`src/rtl/cordic_gain_comp.sv`:
```
// cordic_gain_comp: CORDIC output stage.
// Tracks sample validity, applies gain K with round/saturate, buffers in a FIFO.
module cordic_gain_comp #(
  parameter int DATA_W = 15,
  parameter int FRAC_W = 14,
  parameter int PIPE_DEPTH = 13,
  parameter logic [DATA_W-1:0] K_CONST = 15'h26DD,
  parameter int FIFO_DEPTH = 4,
  localparam int AW = $clog2(FIFO_DEPTH),
  localparam int CW = AW + 1
) (
  input  logic              clk,
  input  logic              reset,
  input  logic              in_start,
  input  logic [DATA_W-1:0] x_in,
  input  logic [DATA_W-1:0] y_in,
  input  logic [DATA_W-1:0] z_in,
  output logic              out_valid,
  input  logic              out_ready,
  output logic [DATA_W-1:0] x_out,
  output logic [DATA_W-1:0] y_out,
  output logic [DATA_W-1:0] z_out,
  output logic [CW-1:0]     fifo_count,
  output logic              overflow,
  output logic [7:0]        drop_cnt
);

  localparam int PW = 2 * DATA_W;

  typedef logic signed [PW-1:0] prod_t;

  typedef struct packed {
    logic [DATA_W-1:0] x;
    logic [DATA_W-1:0] y;
    logic [DATA_W-1:0] z;
  } ent_t;

  localparam prod_t HALF = prod_t'(1 << (FRAC_W - 1));
  localparam prod_t MAXV = prod_t'((1 << (DATA_W - 1)) - 1);
  localparam prod_t MINV = ~MAXV;
  localparam prod_t KEXT = prod_t'({1'b0, K_CONST});

  // Round half up, then clamp into the signed DATA_W range.
  function automatic logic [DATA_W-1:0] rnd_sat(
    input prod_t p
  );
    prod_t s;
    logic [DATA_W-1:0] r;
    s = (p + HALF) >>> FRAC_W;
    r = s[DATA_W-1:0];
    if (s > MAXV) r = MAXV[DATA_W-1:0];
    if (s < MINV) r = MINV[DATA_W-1:0];
    return r;
  endfunction

  // Valid tracker
  logic [PIPE_DEPTH-1:0] vld_q, vld_d;
  logic                  tap;

  assign vld_d = {vld_q[PIPE_DEPTH-2:0], in_start};
  assign tap   = vld_q[PIPE_DEPTH-1];

  // Stage A
  prod_t             px_q, px_d;
  prod_t             py_q, py_d;
  logic [DATA_W-1:0] za_q, za_d;
  logic              va_q, va_d;

  always_comb begin
    px_d = px_q;
    py_d = py_q;
    za_d = za_q;
    va_d = tap;
    if (tap) begin
      px_d = prod_t'($signed(x_in)) * KEXT;
      py_d = prod_t'($signed(y_in)) * KEXT;
      za_d = z_in;
    end
  end

  // Stage B
  logic [DATA_W-1:0] rx_q, rx_d;
  logic [DATA_W-1:0] ry_q, ry_d;
  logic [DATA_W-1:0] zb_q, zb_d;
  logic              vb_q, vb_d;

  always_comb begin
    rx_d = rx_q;
    ry_d = ry_q;
    zb_d = zb_q;
    vb_d = va_q;
    if (va_q) begin
      rx_d = rnd_sat(px_q);
      ry_d = rnd_sat(py_q);
      zb_d = za_q;
    end
  end

  always_ff @(posedge clk) begin
    if (!reset) begin
      vld_q <= '0;
      va_q  <= 1'b0;
      vb_q  <= 1'b0;
    end else begin
      vld_q <= vld_d;
      va_q  <= va_d;
      vb_q  <= vb_d;
    end
  end

  always_ff @(posedge clk) begin
    px_q <= px_d;
    py_q <= py_d;
    za_q <= za_d;
    rx_q <= rx_d;
    ry_q <= ry_d;
    zb_q <= zb_d;
  end

  // Output FIFO
  ent_t           mem_q [FIFO_DEPTH];
  ent_t           wdata;
  logic [AW-1:0]  wp_q, wp_d;
  logic [AW-1:0]  rp_q, rp_d;
  logic [CW-1:0]  cnt_q, cnt_d;
  logic           ovf_q, ovf_d;
  logic [7:0]     drop_q, drop_d;
  logic           rd, wr, full, drop;

  assign wdata = '{x: rx_q, y: ry_q, z: zb_q};
  assign full  = (cnt_q == CW'(FIFO_DEPTH));
  assign rd    = out_valid & out_ready;
  // A full FIFO still takes the write when the head leaves on the same edge.
  assign wr    = vb_q & (~full | rd);
  assign drop  = vb_q & ~wr;

  always_comb begin
    wp_d   = wp_q;
    rp_d   = rp_q;
    cnt_d  = cnt_q;
    ovf_d  = ovf_q | drop;
    drop_d = drop_q;
    if (wr) wp_d = wp_q + 1'b1;
    if (rd) rp_d = rp_q + 1'b1;
    unique case (1'b1)
      (wr & ~rd): cnt_d = cnt_q + 1'b1;
      (rd & ~wr): cnt_d = cnt_q - 1'b1;
      default:    cnt_d = cnt_q;
    endcase
    if (drop && drop_q != 8'hFF) begin
      drop_d = drop_q + 8'd1;
    end
  end

  always_ff @(posedge clk) begin
    if (!reset) begin
      wp_q   <= '0;
      rp_q   <= '0;
      cnt_q  <= '0;
      ovf_q  <= 1'b0;
      drop_q <= '0;
    end else begin
      wp_q   <= wp_d;
      rp_q   <= rp_d;
      cnt_q  <= cnt_d;
      ovf_q  <= ovf_d;
      drop_q <= drop_d;
    end
  end

  always_ff @(posedge clk) begin
    if (!reset) begin
      for (int i = 0; i < FIFO_DEPTH; i++) begin
        mem_q[i] <= '0;
      end
    end else if (wr) begin
      mem_q[wp_q] <= wdata;
    end
  end

  assign out_valid  = (cnt_q != '0);
  assign x_out      = mem_q[rp_q].x;
  assign y_out      = mem_q[rp_q].y;
  assign z_out      = mem_q[rp_q].z;
  assign fifo_count = cnt_q;
  assign overflow   = ovf_q;
  assign drop_cnt   = drop_q;

endmodule
```
`config.mk`:
```
export PLATFORM = sky130hd
export DESIGN_NAME = cordic_gain_comp
export DESIGN_NICKNAME = d
export VERILOG_FILES = /design/src/rtl/cordic_gain_comp.sv
export SDC_FILE = /design/constraint.sdc
export NUM_CORES = 1
export LEC_CHECK = 0
export ABC_AREA = 1
export BUFFER_PORTS_ARGS = -buffer_cell sky130_fd_sc_hd__buf_4
export CAP_MARGIN = 20
export CELL_PAD_IN_SITES_DETAIL_PLACEMENT = 1
export CELL_PAD_IN_SITES_GLOBAL_PLACEMENT = 1
export CORE_ASPECT_RATIO = 0.7
export CORE_MARGIN = 2
export CORE_UTILIZATION = 52
export CTS_BUF_LIST = sky130_fd_sc_hd__clkbuf_16
export DETAILED_ROUTE_END_ITERATION = 8
export PLACE_DENSITY = 0.85
export SLEW_MARGIN = 20
export SYNTH_ARGS = -nofsm -noshare
export SYNTH_HDL_FRONTEND = slang
export SYNTH_SLANG_ARGS = --single-unit
```
`constraint.sdc`:
```
create_clock -name clk -period 10.5 [get_ports clk]
set_input_delay 2.1 -clock clk [delete_from_list [all_inputs] [get_ports clk]]
set_output_delay 2.1 -clock clk [all_outputs]
set_load 0.03 [all_outputs]
```
==> flow_summary.json <==
{
  "ys_seq_area_share_pct": 38.4,
  "syn_avg_cell_area_um2": 9.18,
  "postSynthCellCount": 2520,
  "instances_no_fill": 3245,
  "r2r_start": "fifo_count[0]",
  "synth_area_leaders": "edfxtp_1, fa_1, ha_1",
  "hold_viol": 0,
  "vias": 17800,
  "syn_to_final_growth_pct": 10.8,
  "wl_mm": 66.2,
  "dp_cells": 3184,
  "htree_num_levels": 2,
  "crit_required_ps": 10750,
  "vdd_drop_max_mv": 0.259,
  "hold_start": "vld_q[9]",
  "placementRows": 64,
  "num_antenna_cells": 0,
  "cts_setup_buffers": 0,
  "ys_async_sr_fraction_pct": 0,
  "syn_nets": 2963,
  "cts.clk_slew.worst_paths_ps": 60,
  "r2r_cells": 10,
  "end_kind": "flop",
  "insertion_delay_ps": 520,
  "maxSlewViolCount": 0,
  "drive_above_1_share_pct": 7.51,
  "grt_pass1_wl_mm": 108,
  "vias_per_cell": 5.49,
  "gp_congestion": 0.918,
  "fin_nets": 3070,
  "timing.rr.end": "mem_q[0][29]",
  "whs_ps": 413,
  "relSlewSlack_pct": 36.9,
  "synth_top_cell_by_area": "edfxtp_1",
  "min_path_cells": 2,
  "die-area_mm2": 0.0462,
  "ant_nets": 0,
  "dpl_cell_area_mm2": 0.0246,
  "grt_antenna_before_repair": 1,
  "fin_crit_ps": 6550,
  "synth-edff-count": 274,
  "synthFlopType": "edfxtp_1",
  "grt_max_degree": 83,
  "synth_area_mm2": 0.0231,
  "numClockSinks": 307,
  "crit_fanout": 7,
  "final_area_mm2": 0.0256,
  "cts_tree": "done",
  "hold_path_class": "flop to flop",
  "dr.pass1.iters": 5,
  "cts-root-buf": "clkbuf_16",
  "io_pins": 107,
  "dpl.hpwl_mm": 47.7,
  "first_iter_violations": 1339,
  "finalSetupViolCount": 0,
  "yosysWarningCount": 0,
  "core_mm2": 0.0438,
  "synth_common_cells": "inv_1, nor2_1, nand2_1",
  "leakage_nw": 12.1,
  "wl_per_cell_um": 20.4,
  "synth_seq_cells": 307,
  "fill_cells": 5053,
  "setup-tns-final_ps": 0,
  "ctsHoldBuffers": 0,
  "critPathKind": "input port to flop",
  "synth.distinct_cells": 37,
  "grt_pass1_vias": 19900,
  "overflow": 0,
  "clock.fmax_mhz": 153,
  "cp-start-kind": "input port",
  "worstHoldEndpoint": "vld_q[10]",
  "rsz0062_at_grt": "no",
  "post-synth-top-count-cell": "inv_1",
  "cp_data_arrival_time_ps": 6800,
  "cts_resized": 0,
  "r2r_slack_ps": 6530,
  "min_period_over_period_pct": 62.4,
  "grt_usage_pct": 29.3,
  "start_util_pct": 52.8,
  "cap_violations": 0,
  "die_w_um": 256,
  "synth_top_area_share_pct": 35.6,
  "status": "finished, final reports clean",
  "die_h_um": 180,
  "power_density_mw_per_mm2": 331,
  "drc_errors": 0,
  "skew_ps": 29.2,
  "clockBufferDepth": 3,
  "worstMarginPinSlew_ps": 945,
  "cts_buffers": 35,
  "io_buffers": 106
}
==> through the flow <==
| step | total power (W) | util [%] | worst slack (ps) |
|---|---|---|---|
| 3_5_place_dp | 0.00735 | 56.2 | 3450 |
| 4_1_cts | 0.00848 | 58.5 | 3960 |
| 6_report | 0.00848 | 58.5 | 3950 |
| 3_3_place_gp | 0.00709 | 56.2 | 3580 |
| 2_1_floorplan | 0.00571 | - | 4060 |
| 5_1_grt | 0.00935 | 58.5 | 3650 |
==> final cells by class <==
type	count	area (µm²)	area share, %
multi-input cells	1642	12100	47.3
repair buffers	118	886	3.46
flip-flops and latches	307	8890	34.7
inverters	523	1970	7.67
well taps	594	743	2.90
clock buffers	36	901	3.51
clock inverters	25	119	0.464
==> flip-flops by register name (all words and copies together), names as in the netlist, 2 cells and up, named ones only <==
signal and flops:
mem_q 180, px_q 17, py_q 17, rx_q 15
ry_q 15, za_q 15, zb_q 15, vld_q 13
drop_cnt 8, fifo_count 3, rp_q 2, wp_q 2
==> cell usage in the layout (no fill, tap or decap), drive strengths merged <==
cell / n
o21a: 4
edfxtp: 274
a21oi: 66
o21ai: 139
nor4: 1
fa: 161
nand3b: 1
inv: 536
a21boi: 1
dfxtp: 33
xor2: 65
or2: 2
nor3b: 1
and2: 1
clkinvlp: 1
a21o: 7
o22ai: 53
nor3: 15
nand2: 338
a31oi: 1
clkinv: 11
nand4: 22
clkbuf: 36
o31ai: 1
xnor2: 32
buf: 118
nor2: 412
o21bai: 23
ha: 233
nand3: 63
==> worst max path at each step <==
stage          cells past startpoint      from  slack [ps]        to
5_1_grt                           18   y_in[6]        3650  py_q[26]
3_5_place_dp                      19  x_in[14]        3450  px_q[25]
4_1_cts                           18   y_in[6]        3960  py_q[26]
6_report                          20   y_in[6]        3950  py_q[20]
2_1_floorplan                     21  x_in[13]        4060  px_q[25]
3_3_place_gp                      21   x_in[9]        3580  px_q[25]
==> worst max-delay path, stage by stage <==
cell	delay, ps
buf_4	160
ha_1	390
ha_1	360
a21o_1	210
fa_1	560
fa_1	440
fa_1	550
inv_1	60
fa_1	540
inv_1	40
ha_1	380
nand2_1	120
nor2_1	160
inv_1	100
nor2_1	170
nand2_1	80
nand2_1	100
nand2_1	100
nand3_1	90
nand2_1	70
==> per-layer routing <==
layer,up-vias,GRT usage (%),wire (µm),part of all wire [%]
met4,2,7.74,1520,2.3
li1,8237,-,-,-
met2,561,50.7,31700,48
met3,108,3.38,3600,5.4
met5,-,0,13,0.020
met1,8902,39.1,29400,44
==> power breakdown <==
group	internal (W)	total [W]	switching [W]	leakage, nW
Sequential	0.00155	0.00157	0.0000183	3.01
Clock	0.000620	0.00111	0.000486	0.549
Combinational	0.00199	0.00581	0.00381	8.53
==> cells by family after synthesis <==
group	Yosys count	synth area share [%]
AND/OR/NAND/NOR	856	14.8
XOR/XNOR	97	3.74
adder cells (fa/ha/maj)	394	26.5
buffers and inverters	571	9.35
flip-flops	307	38.4
AO/OA/AOI/OAI	295	7.14
(Power assumes the default switching activity.)
